==> src/rtl/mem_access_stage.sv <==
// mem_access_stage: MEM stage of the 5-stage RV32 pipeline.
// Drives the data-memory req/ack bus (byte enables, lane-replicated store
// data), extracts and extends load data, stalls the pipeline while an access
// is outstanding, and owns the MEM/WB pipeline register.
// Optional feature macro: MISALIGN_TRAP_EN (misaligned half/word accesses are
// suppressed and reported on misalign_o / misalign_addr_o).
module mem_access_stage (
  input  logic        clk,
  input  logic        rst_n,
  input  logic [31:0] advance_pc_i,
  input  logic [31:0] alu_result_i,
  input  logic [31:0] reg_2_data_i,
  input  logic        reg_write_i,
  input  logic [4:0]  reg_write_data_addr_i,
  input  logic [1:0]  mem_width_i,
  input  logic        mem_sign_extend_i,
  input  logic [1:0]  reg_src_i,
  input  logic        mem_write_i,
  output logic [31:0] dmem_addr_o,
  output logic        dmem_req_o,
  output logic        dmem_we_o,
  output logic [3:0]  dmem_be_o,
  output logic [31:0] dmem_wdata_o,
  input  logic [31:0] dmem_rdata_i,
  input  logic        dmem_ack_i,
  output logic        stall_o,
  output logic        reg_write_o,
  output logic [4:0]  reg_write_data_addr_o,
  output logic [1:0]  reg_src_o,
  output logic [31:0] alu_result_o,
  output logic [31:0] mem_data_o,
  output logic [31:0] advance_pc_o,
  output logic        misalign_o,
  output logic [31:0] misalign_addr_o
);

  typedef enum logic [0:0] {IDLE = 1'b0, WAIT = 1'b1} state_t;

  state_t state, state_next;
  logic   access;
  logic   is_load;
  logic   trap;
  logic   req;
  logic   stall;

  // Byte enables for the addressed lane(s); word accesses are treated as aligned.
  function automatic logic [3:0] byte_enables(input logic [1:0] width, input logic [1:0] a);
    logic [3:0] be;
    case (width)
      2'b00:   be = 4'b0001 << a;
      2'b01:   be = 4'b0011 << {a[1], 1'b0};
      default: be = 4'b1111;
    endcase
    return be;
  endfunction

  // Replicate store data across all lanes so the enabled lane sees it.
  function automatic logic [31:0] store_lanes(input logic [1:0] width, input logic [31:0] d);
    logic [31:0] w;
    case (width)
      2'b00:   w = {4{d[7:0]}};
      2'b01:   w = {2{d[15:0]}};
      default: w = d;
    endcase
    return w;
  endfunction

  // Pick the addressed lane out of the read word and zero/sign-extend it.
  function automatic logic [31:0] load_extract(input logic [1:0] width, input logic sx,
                                               input logic [1:0] a, input logic [31:0] r);
    logic [7:0]  b;
    logic [15:0] h;
    logic [31:0] v;
    case (a)
      2'b00:   b = r[7:0];
      2'b01:   b = r[15:8];
      2'b10:   b = r[23:16];
      default: b = r[31:24];
    endcase
    h = a[1] ? r[31:16] : r[15:0];
    case (width)
      2'b00:   v = sx ? {{24{b[7]}}, b} : {24'b0, b};
      2'b01:   v = sx ? {{16{h[15]}}, h} : {16'b0, h};
      default: v = r;
    endcase
    return v;
  endfunction

  assign access  = mem_write_i | (reg_src_i == 2'b01);
  assign is_load = (reg_src_i == 2'b01);

`ifdef MISALIGN_TRAP_EN
  logic misaligned;
  assign misaligned = ((mem_width_i == 2'b01) & alu_result_i[0]) |
                      (mem_width_i[1] & (|alu_result_i[1:0]));
  // A trap can only be raised when a new access is being launched.
  assign trap = access & misaligned & (state == IDLE);
`else
  assign trap = 1'b0;
`endif

  // FSM state register.
  always_ff @(posedge clk or negedge rst_n) begin
    if (!rst_n) state <= IDLE;
    else        state <= state_next;
  end

  // Next state, request and stall; reset forces req/stall low immediately.
  always_comb begin
    state_next = state;
    req        = 1'b0;
    stall      = 1'b0;
    case (state)
      IDLE: begin
        if (access && !trap) begin
          req = 1'b1;
          if (!dmem_ack_i) begin
            stall      = 1'b1;
            state_next = WAIT;
          end
        end
      end
      WAIT: begin
        req   = 1'b1;
        stall = !dmem_ack_i;
        if (dmem_ack_i) state_next = IDLE;
      end
      default: state_next = IDLE;
    endcase
    if (!rst_n) begin
      req   = 1'b0;
      stall = 1'b0;
    end
  end

  assign dmem_req_o   = req;
  assign stall_o      = stall;
  assign dmem_addr_o  = rst_n ? {alu_result_i[31:2], 2'b00} : 32'h0;
  assign dmem_we_o    = rst_n & mem_write_i;
  assign dmem_be_o    = rst_n ? byte_enables(mem_width_i, alu_result_i[1:0]) : 4'h0;
  assign dmem_wdata_o = rst_n ? store_lanes(mem_width_i, reg_2_data_i) : 32'h0;

  // MEM/WB register: load when not stalled, otherwise insert a bubble.
  always_ff @(posedge clk or negedge rst_n) begin
    if (!rst_n) begin
      reg_write_o           <= 1'b0;
      reg_write_data_addr_o <= 5'd0;
      reg_src_o             <= 2'b00;
      alu_result_o          <= 32'h0;
      mem_data_o            <= 32'h0;
      advance_pc_o          <= 32'h0;
    end else if (stall) begin
      reg_write_o <= 1'b0;
    end else begin
      reg_write_o           <= reg_write_i & !trap;
      reg_write_data_addr_o <= reg_write_data_addr_i;
      reg_src_o             <= reg_src_i;
      alu_result_o          <= alu_result_i;
      advance_pc_o          <= advance_pc_i;
      mem_data_o            <= (is_load && !trap)
                               ? load_extract(mem_width_i, mem_sign_extend_i,
                                              alu_result_i[1:0], dmem_rdata_i)
                               : 32'h0;
    end
  end

`ifdef MISALIGN_TRAP_EN
  // Misalignment report: one-cycle pulse, address held until the next trap.
  always_ff @(posedge clk or negedge rst_n) begin
    if (!rst_n) begin
      misalign_o      <= 1'b0;
      misalign_addr_o <= 32'h0;
    end else begin
      misalign_o <= trap;
      if (trap) misalign_addr_o <= alu_result_i;
    end
  end
`else
  assign misalign_o      = 1'b0;
  assign misalign_addr_o = 32'h0;
`endif

endmodule

==> config.mk <==
export PLATFORM = sky130hd
export DESIGN_NAME = mem_access_stage
export DESIGN_NICKNAME = d
export VERILOG_FILES = /design/src/rtl/mem_access_stage.sv
export SDC_FILE = /design/constraint.sdc
export NUM_CORES = 1
export LEC_CHECK = 0
export ABC_AREA = 1
export ABC_CLOCK_PERIOD_IN_PS = 3800
export CAP_MARGIN = 40
export CELL_PAD_IN_SITES_DETAIL_PLACEMENT = 1
export CELL_PAD_IN_SITES_GLOBAL_PLACEMENT = 1
export CORE_MARGIN = 10
export CORE_UTILIZATION = 26
export DETAILED_ROUTE_END_ITERATION = 16
export PLACE_DENSITY_LB_ADDON = 0.1
export SYNTH_ARGS = -nofsm -noshare
export SYNTH_HDL_FRONTEND = slang
export SYNTH_SLANG_ARGS = --single-unit
==> constraint.sdc <==
create_clock -name clk -period 3.8 [get_ports clk]
set_input_delay 0.76 -clock clk [delete_from_list [all_inputs] [get_ports clk]]
set_output_delay 0.76 -clock clk [all_outputs]
set_load 0.05 [all_outputs]
==> results <==
## routing by layer
metal	part of all wire	vias to the layer above	global-route usage
met4	0.011	0	0.0286
met2	0.50	185	0.308
met3	0.079	17	0.0666
li1	-	2941	-
met5	0	-	0
met1	0.41	2800	0.209
## final cells by class
class	instances	area (µm²)
fill	2618	11800
multi-input combinational	582	2380
clock inverter	5	46.3
sequential	105	2630
clock buffer	11	253
tap	275	344
inverter	67	256
timing repair buffer	333	3340
## flip-flops by register name (all words and copies together) (netlist names)
signal and flops:
alu_result_o 32, reg_write_data_addr_o 5, state 1, mem_data_o 32, reg_src_o 2, reg_write_o 1
advance_pc_o 32
## synth_stat cells
cell type  instances  share of area
nand2_2            1         0.0011
clkbuf_1          23          0.015
nor2_2             2         0.0022
nor3_1             2         0.0018
nand3_4            2         0.0063
buf_6              2         0.0040
nand2_4            1         0.0020
buf_2              8         0.0072
dfrtp_1          105           0.47
nand3_1           19          0.017
buf_4             40          0.054
nand2_1          391           0.26
inv_2              2         0.0013
a21oi_1           18          0.016
conb_1             1        0.00067
clkinv_4           1         0.0016
clkinv_1           1        0.00067
o211ai_2           1         0.0022
nor2_1            62          0.042
inv_1             63          0.042
nor2_4             1         0.0020
o22ai_1           15          0.017
a211oi_1           1         0.0013
o21ai_2            1         0.0016
o21ai_0           30          0.027
## worst max-delay path, cell delays in order
cell and delay, ns:
clkdlybuf4s50_1 0.67, inv_1 0.21, nand2_1 0.20, a211oi_1 0.46, buf_12 0.20
## path summary, 6_finish.rpt
| path | to | slack [ns] | from | cells after the start |
|---|---|---|---|---|
| max | dmem_be_o[1] | 0.53 | alu_result_i[1] | 5 |
| min | alu_result_o[27] | 0.32 | rst_n | 1 |
| max reg2reg | advance_pc_o[22] | 1.79 | state | 8 |
| min reg2reg | advance_pc_o[3] | 0.48 | advance_pc_o[3] | 2 |
| max in group asynchronous | alu_result_o[1] | 2.73 | rst_n | 2 |
| min in group clk | advance_pc_o[3] | 0.48 | advance_pc_o[3] | 2 |
## logic make-up (layout without fill, tap and decap cells)
kind of cell           Yosys count  count (layout)
AO/OA/AOI/OAI                   66              66
AND/OR/NAND/NOR                481             481
flip-flops                     105             105
buffers and inverters          140             416
other                            1              35
## report_power, final
part	internal [mW]	total, mW	switching [mW]
logic	0.437	1.32	0.885
registers	1.20	1.25	0.0459
clock network	0.492	0.950	0.457
total	2.13	3.52	1.39
==> results.md <==
* Status: completed
* Clock latency on the worst-skew pair at 0.35 ns
* Clock tree sinks at 105
* Final Util at 0.438
* Synth Area in Simple Gates at 0.337
* Longest Clk Path Bufs at 2
* Starting DRT DRC Count at about 270
* Commonest non-fill, non-tap cell in the layout: nand2_1
* Starting Density at 0.265
* Post-route total power at approximately 3.5 mW
* CTS tree: done
* IO buf count at 315
* PnR worst setup slack at ~0.53 ns
* Compound-cell area share of the yosys netlist at 0.0650
* Post-synthesis cell count at 793
* WL per Instance at 18.6 µm
* Post-route cell area at slightly above 0.009 mm²
* Worst EP required at 3.04 ns
* Hold Crit Class: in -> async
* Synth Register Bits at 105
* Remaining routing DRC violations at 0
* Die X-Extent at 167 µm
* Gpl congestion at 0.891
* Height of the die at 167 µm
* Worst setup path category: in -> out
* Maxcap violations at 0
* H-tree levels at 3
* Hold Buf Count CTS at 0
* Largest net degree at the start of global routing at 65
* Cts bufs inserted at 9
* Post-Syn Area at 0.00558 mm²
* Fmax at 0.306 GHz
* RSZ-0062 raised after global routing: false
* Post-DP Area at 0.00894 mm²
* Final Hold Fails at 0
* Final wirelength at 25600 µm
* Routed via count at 5943
* Tcrit/Tclk final at 0.861
* ANT nets after route at 0
* Antenna cells at 0
* Layout cells sized above 1 at 0.0707
* Tightest Pin Transition at between 0.7 and 0.8 ns
* Root buffer cell: clkbuf_16
* Commonest non-fill, non-tap cells in the layout: nand2_1, clkdlybuf4s50_1, dfrtp_1
* Worst vdd ir at 0.000190 V
* YS warnings at 0
* Antenna violations before repair at 1
* CP arrival at 2.51 ns
* Row cnt at 53
* CORE AREA at about 0.021 mm²
* Die ar. at 0.0277 mm²
* Placed cell count at 1362
* Area Growth Syn to Fin at 65.5%
* Max Slew Vio Count at 0
* Synth Area per Inst at about 7.0 µm²
* Post-DP HPWL at 20500 µm
* CP Max Fanout at 13
* Clock skew at 0.00918 ns
* Layout Cells excl Fill at 1378
* Adder-Cell Fraction of Synth Area at 0
* Post-layout min period at 3.27 ns
* # resized after CTS at 0
* Post-synthesis mux area share at 0
* Startpoint types: input port
* Largest family of logic cells by synthesized area: simple AND/OR/NAND/NOR gates
* WHS at roughly 0.32 ns
* Final setup viols at 0
* Setup Buffers After CTS at 0
* Post-route setup TNS at 0 ns
* Worst slack, placed at 0.546 ns
* Number of global-route vias before repair at 6317
* Nets at 1241
* IO Count at about 350
* Slew headroom at 0.499
* Synth unique cells at 25
* First-pass GRT wire length at 39300 µm
* Clock-pin slew on the worst setup and hold paths at 0.08 ns
* GRT Total Usage at 0.179
* Leakage at roughly 4.7 nW
* Power per cell area at approximately 380 mW/mm²
* Post-Synth XOR/XNOR Area at 0
* Via density at 4.31
* Worst Setup End Kind: primary output
* TritonRoute pass-1 iters at 4
* Sequential area share after synthesis at 0.471
* GRT overflow at 0
Power figures use the tool's default switching activity.
